==> config.mk <==
export PLATFORM = sky130hd
export DESIGN_NAME = dflow_qdr_replay_reader
export DESIGN_NICKNAME = d
export VERILOG_FILES = /design/src/rtl/dflow_pkg.sv /design/src/rtl/dflow_sync_fifo.sv /design/src/rtl/dflow_qdr_replay_reader.sv
export SDC_FILE = /design/constraint.sdc
export NUM_CORES = 2
export LEC_CHECK = 0
export ABC_AREA = 1
export BUFFER_PORTS_ARGS = -buffer_cell sky130_fd_sc_hd__buf_2
export CAP_MARGIN = 10
export CORE_ASPECT_RATIO = 0.9
export CORE_MARGIN = 2
export CORE_UTILIZATION = 40
export CTS_BUF_LIST = sky130_fd_sc_hd__clkbuf_16
export DETAILED_ROUTE_END_ITERATION = 12
export PLACE_DENSITY = 0.57
export SYNTH_ARGS = -nofsm -noshare
export SYNTH_HDL_FRONTEND = slang
export SYNTH_HIERARCHICAL = 1
export SYNTH_SLANG_ARGS = --single-unit
export TNS_END_PERCENT = 5
==> constraint.sdc <==
create_clock -name qdr_clk -period 17.5 [get_ports qdr_clk]
set_input_delay 1.75 -clock qdr_clk [delete_from_list [all_inputs] [get_ports qdr_clk]]
set_output_delay 1.75 -clock qdr_clk [all_outputs]
set_load 0.05 [all_outputs]
==> src/rtl/dflow_pkg.sv <==
// rtl/dflow_pkg.sv - record layout and FSM encoding for the dflow QDR replay path
package dflow_pkg;

    // Stored record layout inside one 144-bit QDR word
    localparam int REC_VLD_BIT = 143;
    localparam int TUPLE_LSB   = 16;
    localparam int LEN_LSB     = 0;

    // Replay FSM encoding
    localparam logic [2:0] ST_IDLE  = 3'd0;
    localparam logic [2:0] ST_CAL   = 3'd1;
    localparam logic [2:0] ST_ISSUE = 3'd2;
    localparam logic [2:0] ST_DRAIN = 3'd3;
    localparam logic [2:0] ST_DONE  = 3'd4;

endpackage

==> src/rtl/dflow_sync_fifo.sv <==
// rtl/dflow_sync_fifo.sv - show-ahead synchronous FIFO with occupancy count
module dflow_sync_fifo #(
    parameter int WIDTH = 120,
    parameter int DEPTH = 16
) (
    input  logic                       qdr_clk,
    input  logic                       resetn,
    input  logic                       wr_tvalid,
    input  logic [WIDTH-1:0]           wr_tdata,
    output logic                       rd_tvalid,
    input  logic                       rd_tready,
    output logic [WIDTH-1:0]           rd_tdata,
    output logic [$clog2(DEPTH):0]     count
);

    localparam int AW = $clog2(DEPTH);
    localparam logic [AW:0] FULL_CNT = (AW+1)'(DEPTH);

    logic [WIDTH-1:0] mem [DEPTH];
    logic [AW-1:0]    wr_ptr;
    logic [AW-1:0]    rd_ptr;
    logic             do_push;
    logic             do_pop;

    // A pop frees a slot in the same cycle, so push at full is legal alongside a pop
    assign do_pop    = rd_tready && (count != '0);
    assign do_push   = wr_tvalid && ((count != FULL_CNT) || do_pop);
    assign rd_tvalid = (count != '0);
    assign rd_tdata  = mem[rd_ptr];

    // Storage array, written only on an accepted push
    always_ff @(posedge qdr_clk) begin
        if (do_push) begin
            mem[wr_ptr] <= wr_tdata;
        end
    end

    // Pointers and occupancy; DEPTH is a power of two so pointers wrap naturally
    always_ff @(posedge qdr_clk) begin
        if (!resetn) begin
            wr_ptr <= '0;
            rd_ptr <= '0;
            count  <= '0;
        end else begin
            if (do_push) begin
                wr_ptr <= wr_ptr + AW'(1);
            end
            if (do_pop) begin
                rd_ptr <= rd_ptr + AW'(1);
            end
            case ({do_push, do_pop})
                2'b10:   count <= count + (AW+1)'(1);
                2'b01:   count <= count - (AW+1)'(1);
                default: count <= count;
            endcase
        end
    end

endmodule

==> src/rtl/dflow_qdr_replay_reader.sv <==
// rtl/dflow_qdr_replay_reader.sv - credit-limited QDR record replay reader
module dflow_qdr_replay_reader
    import dflow_pkg::*;
#(
    parameter int PKT_TUPLE_WIDTH = 104,
    parameter int PKT_LEN_WIDTH   = 16,
    parameter int QDR_ADDR_WIDTH  = 19,
    parameter int QDR_WORD_WIDTH  = 144,
    parameter int FIFO_DEPTH      = 16
) (
    input  logic                        qdr_clk,
    input  logic                        resetn,
    input  logic                        sw_rst,
    input  logic                        start_replay,
    input  logic                        stop_replay,
    input  logic                        loop_en,
    input  logic [QDR_ADDR_WIDTH-1:0]   mem_addr_low,
    input  logic [QDR_ADDR_WIDTH-1:0]   mem_addr_high,
    input  logic                        init_calib_complete,
    output logic                        user_app_rd_cmd,
    output logic [QDR_ADDR_WIDTH-1:0]   user_app_rd_addr,
    input  logic                        user_app_rd_valid,
    input  logic [QDR_WORD_WIDTH-1:0]   user_app_rd_data,
    output logic [PKT_TUPLE_WIDTH-1:0]  fivetuple_data_out,
    output logic [PKT_LEN_WIDTH-1:0]    pkt_len_out,
    output logic                        tuple_out_vld,
    input  logic                        tuple_out_ready,
    output logic                        replay_busy,
    output logic                        replay_done,
    output logic                        range_err,
    output logic [31:0]                 rec_count
);

    localparam int RW = PKT_TUPLE_WIDTH + PKT_LEN_WIDTH;
    localparam int CW = $clog2(FIFO_DEPTH) + 1;

    logic                      rst_n_int;
    logic [2:0]                state;
    logic                      start_q;
    logic                      start_edge;
    logic [QDR_ADDR_WIDTH-1:0] addr;
    logic [CW-1:0]             outstanding;
    logic [CW-1:0]             fifo_count;
    logic [CW:0]               credit_used;
    logic                      has_credit;
    logic                      issue;
    logic                      accept;
    logic                      push;
    logic                      pop;
    logic                      fifo_vld;
    logic [RW-1:0]             fifo_dout;
    logic                      unused_rd_bits;

    // Soft reset behaves exactly like the board reset
    assign rst_n_int  = resetn && !sw_rst;
    assign start_edge = start_replay && !start_q;

    // Every issued read reserves a FIFO slot until it is popped, so returns can never overflow
    assign credit_used = {1'b0, fifo_count} + {1'b0, outstanding};
    assign has_credit  = credit_used < (CW+1)'(FIFO_DEPTH);
    assign issue       = rst_n_int && (state == ST_ISSUE) && has_credit
                         && init_calib_complete && !stop_replay;

    // Returns with nothing outstanding are strays from before a reset and are dropped
    assign accept = user_app_rd_valid && (outstanding != '0);
    assign push   = accept && user_app_rd_data[REC_VLD_BIT];
    assign pop    = fifo_vld && tuple_out_ready;

    assign unused_rd_bits = ^user_app_rd_data[REC_VLD_BIT-1:RW];

    assign user_app_rd_cmd    = issue;
    assign user_app_rd_addr   = addr;
    assign tuple_out_vld      = fifo_vld;
    assign fivetuple_data_out = fifo_dout[TUPLE_LSB +: PKT_TUPLE_WIDTH];
    assign pkt_len_out        = fifo_dout[LEN_LSB +: PKT_LEN_WIDTH];
    assign replay_busy        = (state != ST_IDLE);
    assign replay_done        = (state == ST_DONE);

    dflow_sync_fifo #(
        .WIDTH (RW),
        .DEPTH (FIFO_DEPTH)
    ) u_ret_fifo (
        .qdr_clk   (qdr_clk),
        .resetn    (rst_n_int),
        .wr_tvalid (push),
        .wr_tdata  (user_app_rd_data[LEN_LSB +: RW]),
        .rd_tvalid (fifo_vld),
        .rd_tready (tuple_out_ready),
        .rd_tdata  (fifo_dout),
        .count     (fifo_count)
    );

    // Outstanding reads: +1 per issue, -1 per accepted return
    always_ff @(posedge qdr_clk) begin
        if (!rst_n_int) begin
            outstanding <= '0;
        end else begin
            case ({issue, accept})
                2'b10:   outstanding <= outstanding + CW'(1);
                2'b01:   outstanding <= outstanding - CW'(1);
                default: outstanding <= outstanding;
            endcase
        end
    end

    // Delivered-record counter, restarted by each start edge
    always_ff @(posedge qdr_clk) begin
        if (!rst_n_int) begin
            start_q   <= 1'b0;
            rec_count <= '0;
        end else begin
            start_q <= start_replay;
            if ((state == ST_IDLE) && start_edge) begin
                rec_count <= '0;
            end else if (pop) begin
                rec_count <= rec_count + 32'd1;
            end
        end
    end

    // Replay sequencing and read address walk over [low, high]
    always_ff @(posedge qdr_clk) begin
        if (!rst_n_int) begin
            state     <= ST_IDLE;
            addr      <= '0;
            range_err <= 1'b0;
        end else begin
            case (state)
                ST_IDLE: begin
                    if (start_edge) begin
                        range_err <= 1'b0;
                        state     <= ST_CAL;
                    end
                end
                ST_CAL: begin
                    if (mem_addr_low > mem_addr_high) begin
                        range_err <= 1'b1;
                        state     <= ST_DONE;
                    end else if (init_calib_complete) begin
                        addr  <= mem_addr_low;
                        state <= ST_ISSUE;
                    end
                end
                ST_ISSUE: begin
                    if (stop_replay) begin
                        state <= ST_DRAIN;
                    end else if (issue) begin
                        if (addr == mem_addr_high) begin
                            if (loop_en) begin
                                addr <= mem_addr_low;
                            end else begin
                                state <= ST_DRAIN;
                            end
                        end else begin
                            addr <= addr + QDR_ADDR_WIDTH'(1);
                        end
                    end
                end
                ST_DRAIN: begin
                    if ((outstanding == '0) && !fifo_vld) begin
                        state <= ST_DONE;
                    end
                end
                ST_DONE: begin
                    state <= ST_IDLE;
                end
                default: begin
                    state <= ST_IDLE;
                end
            endcase
        end
    end

endmodule

==> impl_metrics.yaml <==
setup_path:
  path_class: "reg2out"
  cp-end-kind: "output pin"
  cp.arrival_ns: 6.31
  r2r_cells: 8
  cp_max_fo: 93
  cp-start-kind: "flip-flop"
  required_ns: 15.75
placed_design:
  dpl-instance-area_sq_um: 87500
  place_hpwl_mm: 105
  io_buffers: 343
  gp_congestion: 0.825
  pre_cts_slack_ns: 10.31
logic_synthesis:
  ys_ff_latch: 1998
  syn_avg_cell_area_sq_um: 12.0
  syn-num-nets: 7149
  yosys_warnings: 6
  synth_cells: 6919
  synthDistinctLibCells: 44
  synth_edf_count: 1920
  netlist_area_sq_um: 83300
  synthArstFlopShare_pct: 0
  ys_dominant_reg_cell: "edfxtp_1"
  synth_seq_area_share_pct: 71.1
drt:
  routed.top_layer: "met5"
  dr_wl_met2_mm: 100
  final_antenna_net_count: 0
  drc: 0
  viasPerCell: 5.17
  dr_wl_met3_mm: 11.4
  via_count: 51900
  routed_wl_mm: 208
  met1_length_mm: 92.0
  first_pass_iters: 6
  routedWlPerCell_um: 20.7
  dr.first_iter.drc_count: 4643
floorplanning:
  die-area_sq_um: 212000
  die_w_um: 485
  die_h_um: 437
  core_sq_um: 207000
  io_pins: 367
  num_rows: 158
  start_util_pct: 40.3
sta:
  tightestPinTransition_ns: 1.25
  whs_ns: 0.476
  setup_slack_ns: 9.44
  finalSetupViolCount: 0
  slew_viol_final: 0
  fin_skew_ns: 0.0700
  layout_min_cycle_time_ns: 8.06
  post-route-period-util_pct: 46.0
  setup_tns_ns: 0
  rsz0062_at_grt: "no"
  relSlewSlack_pct: 16.5
  hold_viol_final: 0
  fmax_mhz: 124
clock_tree:
  worstSkewPairLatency_ns: 0.87
  cts_tree: "done"
  path_clk_slew_ns: 0.06
  cts_buffer_depth: 3
  cts_sinks: 1998
  cts_buffers: 204
  cts_resized: 0
  holdBufCountCts: 0
  post_cts_buffers: 0
  cts_max_level: 4
  cts-root-buf: "clkbuf_16"
grt:
  grt_pass1_wl_mm: 309
  grt.total_usage_pct: 19.2
  gr-total-overflow: 0
  grt_pass1_vias: 48100
  grt_max_degree: 268
  antenna_found_initial: 48
hold_path:
  hp-class: "reg2reg"
  whs_path_depth: 1
final_layout:
  design_area_sq_um: 93900
  fillers: 18500
  syn2layout_area_growth_pct: 12.6
  drive_gt1_share_pct: 14.6
  finalNetCount: 7374
run:
  drv_cap: 0
outcome:
  outcome: "finished, final reports clean"
power:
  p_leak_uw: 0.0327
  powerDensity_nw_per_um2: 102
  vdd_drop_max_v: 0.0000824
## area by class of cell
type	instances	area [sq um]	area share, %
multi-input cells	3419	17900	19.0
repair buffers	435	2510	2.67
diodes	16	40.0	0.0427
flip-flops and latches	1998	59200	63.1
well taps	2720	3400	3.63
clock inverters	165	1250	1.34
clock buffers	204	5100	5.44
inverters	1086	4470	4.76
## cells in the mapped netlist (47+ instances only)
cell | n | area [sq um]
nor2_1 | 105 | 394
nand2_1 | 833 | 3130
dfxtp_1 | 78 | 1560
clkinv_2 | 301 | 1510
inv_1 | 774 | 2910
o21ai_0 | 496 | 2480
nand3_1 | 790 | 3950
o211ai_1 | 482 | 3620
edfxtp_1 | 1920 | 57700
buf_1 | 47 | 176
a21oi_1 | 519 | 2600
buf_2 | 167 | 836
clkbuf_1 | 184 | 691
## state kept, by name, indices dropped and copies added (netlist names), named ones only
register and cells:
outstanding 5, start_q 1, u_ret_fifo/mem 1920, u_ret_fifo/count 5, range_err 1, u_ret_fifo/rd_ptr 4, state 3, rec_count 32
user_app_rd_addr 19, u_ret_fifo/wr_ptr 4
## path summary, 6_finish.rpt
path / start / endpoint / slack, ns
setup / recovery: flip-flop / fivetuple_data_out[75] / 9.44
hold / removal: range_err / range_err / 0.48
setup reg to reg: outstanding[0] / u_ret_fifo/mem[5][50] / 13.14
hold reg to reg: range_err / range_err / 0.48
## cells by family (layout without fill, tap and decap cells)
logic type	after synthesis	after routing	share of synthesized area, %
AOI/OAI and AO/OA	1522	1522	10.7
other	0	16	0
xor gates and xnor gates	40	40	0.420
DFF	1998	1998	71.1
and+or+nand+nor	1818	1818	9.66
buffers and inverters	1502	1890	7.60
adders and majority gates	39	39	0.604
## where the power goes
group	switching, uW	internal [uW]
registers	5.96	5240
logic	135	43.2
clock network	1830	2280
## cells in the final DEF (no fill, tap or decap), types with 8 or more instances in the layout
master     synthesis  routed
nand2_1          833     833
clkinv_16          0       8
edfxtp_1        1920    1920
inv_2             11       9
bufinv_16          0      11
xnor2_1           14      14
buf_12             0       8
buf_4              6      84
o21ai_0          496     496
clkinv_2         301     328
nand4_1           13      13
nor3_2             3      19
o211ai_1         482     482
clkbuf_16          0     204
nor2_2            10      10
dfxtp_1           78      74
nand3_1          790     790
a21oi_1          519     519
nor3_1            39      23
xor2_1            26      26
nor2_1           105     105
inv_1            774     826
ha_1              37      37
clkinv_1           0      54
a21oi_2           10      10
diode_2            0      16
buf_2            167     343
## stage by stage
step	util [%]	cells	power, uW
CTS	45.4	10000	9650
floorplan	-	6919	5430
global placement	42.3	9658	5520
finish	45.4	10000	9540
global route	45.4	10000	9850
detailed placement	42.3	9658	5530
## layer usage
metal,vias up,track usage (%)
li1,24800,-
met3,325,3.22
met4,26,4.94
met2,1195,31.9
met1,25600,26.2
met5,-,0
## worst max-delay path, cell delays in order, from the launching register on
cell	delay, ns
dfxtp_4	0.78
buf_4	0.86
buf_4	0.82
buf_4	0.96
buf_4	0.91
o211ai_1	0.20
nand3_1	0.14
nand3_1	0.08
nand2_1	0.19
buf_2	0.29
(Power assumes the default switching activity.)
